[src/rtl/width_arb_pkg.sv]
// Shared types and widths for the two-source 8-to-16 byte-pair arbiter.
package width_arb_pkg;
    localparam int BYTE_W = 8;
    localparam int WORD_W = 16;
    localparam int SRC_W  = 1;

    typedef enum logic {
        IDLE = 1'b0,
        HALF = 1'b1
    } st_e;
endpackage

[src/rtl/rr_arb2.sv]
// Combinational two-way round-robin pick: a lone valid source wins,
// otherwise ptr breaks the tie.
module rr_arb2 (
    input  logic valid0,
    input  logic valid1,
    input  logic ptr,
    output logic sel,
    output logic any_valid
);
    always_comb begin
        sel = valid1;
        if (valid0 && valid1) begin
            sel = ptr;
        end
        any_valid = valid0 | valid1;
    end
endmodule

[src/rtl/width_8to16_arb.sv]
// Two-source arbiter/sequencer packing byte pairs from one source into a tagged
// 16-bit word. Optional mid-pair abandon timer is enabled by macro ARB_TIMEOUT_EN.
//
//   state | meaning
//   IDLE  | no grant held; next valid source (round-robin) supplies the high byte
//   HALF  | grant locked to gnt_q; waiting for the low byte from that source
module width_8to16_arb
    import width_arb_pkg::*;
#(
    parameter int TIMEOUT = 15
) (
    input  logic              clk,
    input  logic              rst,
    input  logic              req0_valid,
    input  logic [BYTE_W-1:0] req0_data,
    output logic              req0_ready,
    input  logic              req1_valid,
    input  logic [BYTE_W-1:0] req1_data,
    output logic              req1_ready,
    output logic              valid_out,
    output logic [WORD_W-1:0] data_out,
    output logic [SRC_W-1:0]  src_out,
    output logic              drop_out
);
    if (TIMEOUT < 1) begin : g_bad_timeout
        $error("TIMEOUT must be at least 1");
    end

    st_e               st_q, st_d;
    logic              ptr_q, ptr_d;
    logic              gnt_q, gnt_d;
    logic [BYTE_W-1:0] hi_q, hi_d;
    logic              valid_out_q, valid_out_d;
    logic [WORD_W-1:0] data_out_q, data_out_d;
    logic              src_out_q, src_out_d;

    logic              arb_sel, arb_any;
    logic              gnt_valid;
    logic [BYTE_W-1:0] gnt_data, sel_data;

`ifdef ARB_TIMEOUT_EN
    localparam int CNT_W = $clog2(TIMEOUT + 1);
    logic [CNT_W-1:0]  cnt_q, cnt_d;
    logic              drop_out_q, drop_out_d;
`endif

    rr_arb2 u_rr_arb2 (
        .valid0    (req0_valid),
        .valid1    (req1_valid),
        .ptr       (ptr_q),
        .sel       (arb_sel),
        .any_valid (arb_any)
    );

    assign gnt_valid = gnt_q ? req1_valid : req0_valid;
    assign gnt_data  = gnt_q ? req1_data  : req0_data;
    assign sel_data  = arb_sel ? req1_data : req0_data;

    always_comb begin
        st_d        = st_q;
        ptr_d       = ptr_q;
        gnt_d       = gnt_q;
        hi_d        = hi_q;
        valid_out_d = 1'b0;
        data_out_d  = data_out_q;
        src_out_d   = src_out_q;
        req0_ready  = 1'b0;
        req1_ready  = 1'b0;
`ifdef ARB_TIMEOUT_EN
        cnt_d       = cnt_q;
        drop_out_d  = 1'b0;
`endif
        // Readies stay low while reset is asserted, whatever the current state.
        if (!rst) begin
            case (st_q)
                IDLE: begin
                    if (arb_any) begin
                        req0_ready = ~arb_sel;
                        req1_ready = arb_sel;
                        hi_d       = sel_data;
                        gnt_d      = arb_sel;
                        st_d       = HALF;
`ifdef ARB_TIMEOUT_EN
                        cnt_d      = '0;
`endif
                    end
                end
                HALF: begin
                    req0_ready = ~gnt_q;
                    req1_ready = gnt_q;
                    if (gnt_valid) begin
                        data_out_d  = {hi_q, gnt_data};
                        src_out_d   = gnt_q;
                        valid_out_d = 1'b1;
                        ptr_d       = ~gnt_q;
                        st_d        = IDLE;
                    end
`ifdef ARB_TIMEOUT_EN
                    else if (cnt_q == CNT_W'(TIMEOUT)) begin
                        hi_d       = '0;
                        src_out_d  = gnt_q;
                        drop_out_d = 1'b1;
                        ptr_d      = ~gnt_q;
                        st_d       = IDLE;
                    end else begin
                        cnt_d = cnt_q + 1'b1;
                    end
`endif
                end
                default: st_d = IDLE;
            endcase
        end
    end

    always_ff @(posedge clk) begin
        if (rst) begin
            st_q        <= IDLE;
            ptr_q       <= 1'b0;
            gnt_q       <= 1'b0;
            hi_q        <= '0;
            valid_out_q <= 1'b0;
            data_out_q  <= '0;
            src_out_q   <= 1'b0;
`ifdef ARB_TIMEOUT_EN
            cnt_q       <= '0;
            drop_out_q  <= 1'b0;
`endif
        end else begin
            st_q        <= st_d;
            ptr_q       <= ptr_d;
            gnt_q       <= gnt_d;
            hi_q        <= hi_d;
            valid_out_q <= valid_out_d;
            data_out_q  <= data_out_d;
            src_out_q   <= src_out_d;
`ifdef ARB_TIMEOUT_EN
            cnt_q       <= cnt_d;
            drop_out_q  <= drop_out_d;
`endif
        end
    end

    assign valid_out = valid_out_q;
    assign data_out  = data_out_q;
    assign src_out   = src_out_q;
`ifdef ARB_TIMEOUT_EN
    assign drop_out  = drop_out_q;
`else
    assign drop_out  = 1'b0;
`endif
endmodule

[config.mk]
export PLATFORM = sky130hd
export DESIGN_NAME = width_8to16_arb
export DESIGN_NICKNAME = d
export VERILOG_FILES = /design/src/rtl/width_arb_pkg.sv /design/src/rtl/rr_arb2.sv /design/src/rtl/width_8to16_arb.sv
export SDC_FILE = /design/constraint.sdc
export NUM_CORES = 1
export LEC_CHECK = 0
export ABC_AREA = 1
export CAP_MARGIN = 10
export CORE_MARGIN = 4
export CORE_UTILIZATION = 50
export CTS_CLUSTER_SIZE = 25
export DETAILED_ROUTE_END_ITERATION = 6
export PLACE_DENSITY = 0.82
export SYNTH_ARGS = -nofsm -noshare
export SYNTH_HDL_FRONTEND = slang
export SYNTH_HIERARCHICAL = 1
export SYNTH_SLANG_ARGS = --single-unit
export TNS_END_PERCENT = 10
[constraint.sdc]
create_clock -name clk -period 2.9 [get_ports clk]
set_input_delay 0.29 -clock clk [delete_from_list [all_inputs] [get_ports clk]]
set_output_delay 0.29 -clock clk [all_outputs]
set_load 0.02 [all_outputs]
Word level (Yosys, flattened, before mapping)
Index checks and enable logic that the tools add are counted.
{"block": "word_totals", "register_bits": 29, "latch_bits": 0, "ramBits": 0, "romBits": 0, "input_bits": 20, "output_inout_bits": 21, "wordCells": 29, "n_memories": 0}
{"block": "op_classes", "add_sub_neg": 0, "n_mul": 0, "n_div": 0, "order_cmp": 0, "n_eq_ne": 0, "n_shift": 0, "mux": 14, "n_bitwise": 4, "reduce_logical": 4}
{"op": "$mux W8", "count": 2}
{"op": "$mux W1", "count": 9}
{"op": "$pmux W1 S2", "count": 3}
{"op": "$reduce_and A2 Y1", "count": 2}
{"op": "$not A1 Y1", "count": 3}
{"op": "$reduce_or A2 Y1", "count": 1}
{"op": "$logic_and A1 B1 Y1", "count": 1}
{"op": "$or A1 B1 Y1", "count": 1}

Depth between registers and ports, before layout
{"block": "depth", "ltp_word": 6, "mapped_depth": 9, "mapped_depth_nobuf": 8}

Cells and area by module
The synthesis kept the hierarchy.
{"module": "width_8to16_arb", "instances": 1, "cells_each": 209, "area_per_inst_um2": 1400.1, "seq_area_each_um2": 580.6}
{"module": "rr_arb2", "instances": 1, "cells_each": 5, "area_per_inst_um2": 22.5, "seq_area_each_um2": 0.0}

Worst setup path after synthesis
Ideal clock, no wire load.
{"block": "synth_path", "kind": "register to output", "startpoint": "register ptr_q", "endpoint": "output req1_ready", "arrival_ns": 1.221, "required_time_ns": 2.610, "path_slack_ns": 1.389, "stages_incl_launch_ff": 8, "n_path_buf": 1, "cell_sequence": "dfxtp_1 -> nand3_1 -> nand2_1 -> buf_2 -> clkinv_1 -> nand2_1 -> nand2_1 -> nor2_1"}
{"block": "synth_between", "elab_chain_cells": 4}
{"item": "start, declared", "line": "width_8to16_arb.sv:30", "text": "logic ptr_q, ptr_d;"}
{"item": "start signal, assigned", "line": "width_8to16_arb.sv:130", "text": "ptr_q <= ptr_d;"}
{"item": "$mux W1", "line": "rr_arb2.sv:12", "text": "if (valid0 && valid1) begin"}
{"item": "net arb_sel", "line": "width_8to16_arb.sv:37", "text": "logic arb_sel, arb_any;"}
{"item": "$mux W1", "line": "width_8to16_arb.sv:77", "text": "if (arb_any) begin"}
{"item": "$pmux W1 S2", "line": "width_8to16_arb.sv:75", "text": "case (st_q)"}
{"item": "$mux W1", "line": "width_8to16_arb.sv:74", "text": "if (!rst) begin"}
{"item": "end, declared", "line": "width_8to16_arb.sv:19", "text": "output logic req1_ready,"}
The timed path passes the listed nets, and every way through them passes these cells.

Worst setup path after layout
{"block": "layout_path", "startpoint": "input req0_valid", "endpoint": "output req1_ready"}
{"block": "layout_between", "elab_chain_cells": 5, "elab_cells_between_ends": 6, "cone_classes": "mux: 4; bitwise: 1; reduce/logical: 1"}
{"item": "start, declared", "line": "width_8to16_arb.sv:14", "text": "input logic req0_valid,"}
{"item": "$logic_and A1 B1 Y1", "line": "rr_arb2.sv:12"}
{"item": "$mux W1", "line": "rr_arb2.sv:12"}
{"item": "net arb_sel", "line": "width_8to16_arb.sv:37"}
{"item": "$mux W1", "line": "width_8to16_arb.sv:77"}
{"item": "$pmux W1 S2", "line": "width_8to16_arb.sv:75"}
{"item": "$mux W1", "line": "width_8to16_arb.sv:74"}
The timed path passes the listed nets, and every way through them passes these cells.

==> results.txt <==
----------------------------------------------------
[Status]
  Result of the run ... completed

[Drt]
  Routed WL per cell ... 10.7 um
  Routed WL ... 3080 um
  # DRC ... 0
  First drt pass iteration count ... 4
  Total number of vias ... 1,399
  DRC marker count from the first detailed-route iteration ... 31
  Average via count per standard cell ... 4.87
  Routed Antenna Nets ... 0

[Critical path]
  R2R Path End ... data_out[14]$_SDFFE_PP0P_
  Reg-to-reg slack, setup ... 1.22 ns
  Required time of the worst setup path ... 2.61 ns
  Logic depth of the worst register-to-register path ... 6
  Worst reg2reg path startpoint ... gnt_q$_SDFFE_PP0P_
  CP max-delay cell ... clkdlybuf4s50_1
  Class of the most critical setup path ... in2out
  CP max stage delay ... 0.60 ns
  Endpoint class of the critical path ... primary output
  Crit-path max FO ... 9
  Cell-by-cell listing of the critical path ... clkdlybuf4s50_1 > nand3_1 > nand2_1 > clkinv_1 > nand2_1 > nand2_1 > nor2_1 > clkdlybuf4s50_1
  Kind of launch point of the worst setup path ... primary input
  Worst path most repeated cell ... nand2_1
  WP data arrival ... 2.13 ns

[Timing]
  Endpoints failing setup ... 0
  Worst-case clock skew ... 0.00891 ns
  Final Hold Violating Endpoints ... 0
  Hold slack final ... 0.468 ns
  Number of pins exceeding their max-slew limit in the final report ... 0
  Aggregate negative setup slack ... 0 ns
  Final worst path period share ... 83.4%
  Maximum operating frequency ... 414 MHz
  Shortest period the worst path allows ... 2.42 ns
  Post-layout worst setup margin ... 0.483 ns
  Setup repair after global routing missed its margin ... no

[Placement]
  Half-perimeter wire length of the detailed placement result ... 2220 um
  Number of I/O port buffers ... 39
  Routability-driven placement congestion ratio ... 0.842
  Setup slack after placement ... 0.507 ns

[Job]
  Max cap viols ... 0

[Cells and area]
  Share of final-layout standard cells stronger than drive strength 1 ... 9.38%
  Ant. Diodes ... 0
  Post-layout net count ... 275
  Area used by sequential logic in the layout ... 581 um^2
  Filler Cells Inserted ... 249
  Area used by multi-input combinational logic ... 702 um^2
  Most frequent standard cell in the layout excluding fill and tap cells ... nand2_1
  Most used cells in the layout excluding fill and tap cells ... nand2_1, clkdlybuf4s50_1, dfxtp_1
  Area growth from synthesis to final layout ... 31.0%

[Synthesis]
  Register bit count reported by yosys ... 29
  Number of distinct library cell variants in the gate-level netlist after synthesis ... 20
  Syn Std Cell Area ... 1420 um^2
  Cell count after synthesis ... 214
  Total number of yosys warnings ... 6
  Mean area per synthesized cell ... 6.65 um^2
  Sequential area share after synthesis ... 40.8%
  Synthesized Nets ... 234

[GRT]
  Number of antenna violations at the first check in global routing ... 0
  Pin count of the biggest net entering global routing ... 22
  Vias in the first global route ... 1,192
  Global-route usage over all layers ... 18.3%
  Global-route wire length before repair ... 4980 um
  Grt total ovfl ... 0

[Power and ir drop]
  Worst IR drop on VDD ... 0.449 mV
  Overall power ... 0.944 mW
  Areal power density over the cells ... 506 nW/um^2
  Leakage power ... 0.852 nW

[Clock tree]
  Insertion delay of the later-clocked pin in the worst-skew pair ... 0.33 ns
  Max clock buf depth ... 2
  CTS tree ... built
  Clock slew at the register clock pins of the worst setup and hold paths ... 0.09 ns
  H-Tree Level Count ... 2
  Clock sinks ... 29
  Clock tree root driver cell ... clkbuf_4
  Total clock buffers created by CTS ... 5
  Cells resized by post-CTS repair ... 0
  CTS Hold Bufs ... 0
  Setup repair bufs after CTS ... 0

[Floorplanning]
  CORE AREA ... 2730 um^2
  Die width ... 61.3 um
  Overall die area ... 3760 um^2
  Cell row count ... 19
  Initial Utilization ... 52.0%
  # IOs ... 41
  Vertical extent of the die ... 61.3 um

[Min path]
  HP Start ... hi_q[0]$_SDFFE_PP0P_
  Tightest Hold Check Type ... reg2reg
  Number of cells on the worst hold path ... 2
  Worst-case hold path end point ... hi_q[0]$_SDFFE_PP0P_

----------------------------------------------------
## flip-flops by register name, indices dropped and copies added, names as in the netlist
signal / cells
data_out: 16
hi_q: 8
gnt_q: 1
ptr_q: 1
src_out: 1
st_q: 1
valid_out: 1
## worst max path at each step
| stage | from | end | slack (ns) | cells past startpoint |
|---|---|---|---|---|
| 6_report | req0_valid | req1_ready | 0.48 | 8 |
| 5_1_grt | req0_valid | req1_ready | 0.36 | 8 |
| 4_1_cts | req0_valid | req1_ready | 0.50 | 8 |
| 3_5_place_dp | req0_valid | req1_ready | 0.51 | 8 |
| 3_3_place_gp | req0_valid | req1_ready | 0.54 | 8 |
| 2_1_floorplan | ptr_q$_SDFFE_PP0P_ | req1_ready | 1.39 | 7 |
## per-stage QoR
stage | area, um^2 | utilization, % | cells
after floorplan | 1420 | - | 214
after global placement | 1810 | 66.3 | 279
after detailed placement | 1810 | 66.3 | 279
after CTS | 1860 | 68.2 | 287
after global routing | 1860 | 68.2 | 287
final | 1860 | 68.2 | 287
## critical path: cells and delay by family
family / cells / cell delay, ns
buf+inv: 3 / 1.27
simple gates: 5 / 0.56
## cells by family after synthesis
logic type             share of synthesized area (%)
DFF                                             40.8
buffers and inverters                           9.85
AOI/OAI and AO/OA                               9.94
other                                          0.264
and+or+nand+nor                                 39.1
## final cells by class
type / instances / share of cell area (%)
Clock buffer: 6 / 2.21
Clock inverter: 2 / 0.537
Inverter: 15 / 3.02
Multi-Input combinational cell: 159 / 37.7
Sequential cell: 29 / 31.1
Tap cell: 31 / 2.08
Timing Repair Buffer: 45 / 23.4
## report_power, final
| part | switching, mW | total [mW] | internal, mW |
|---|---|---|---|
| clock network | 0.140 | 0.232 | 0.0921 |
| registers | 0.0211 | 0.455 | 0.434 |
| logic | 0.138 | 0.257 | 0.119 |
## metal layers
metal / vias up / GRT usage [%] / wire (um)
li1: 738 / - / -
met1: 619 / 21.5 / 1400
met2: 37 / 29.3 / 1420
met3: 5 / 6.92 / 189
met4: 0 / 9.09 / 61
met5: - / 0 / 0
## Yosys cell counts
| master | number | area (um^2) |
|---|---|---|
| nor2_1 | 27 | 101 |
| nand3_1 | 2 | 10.0 |
| a21oi_1 | 14 | 70.1 |
| buf_4 | 1 | 7.51 |
| a21oi_2 | 7 | 61.3 |
| conb_1 | 1 | 3.75 |
| buf_8 | 1 | 15.0 |
| nand3_2 | 2 | 20.0 |
| clkinv_1 | 2 | 7.51 |
| o21ai_0 | 2 | 10.0 |
| inv_1 | 12 | 45.0 |
| buf_2 | 4 | 20.0 |
| inv_2 | 1 | 3.75 |
| buf_6 | 3 | 33.8 |
| or2_1 | 1 | 6.26 |
| nand2_2 | 1 | 6.26 |
| nand3b_1 | 8 | 60.1 |
| clkbuf_1 | 2 | 7.51 |
| nand2_1 | 94 | 353 |
| dfxtp_1 | 29 | 581 |
Power figures use the tool's default switching activity.
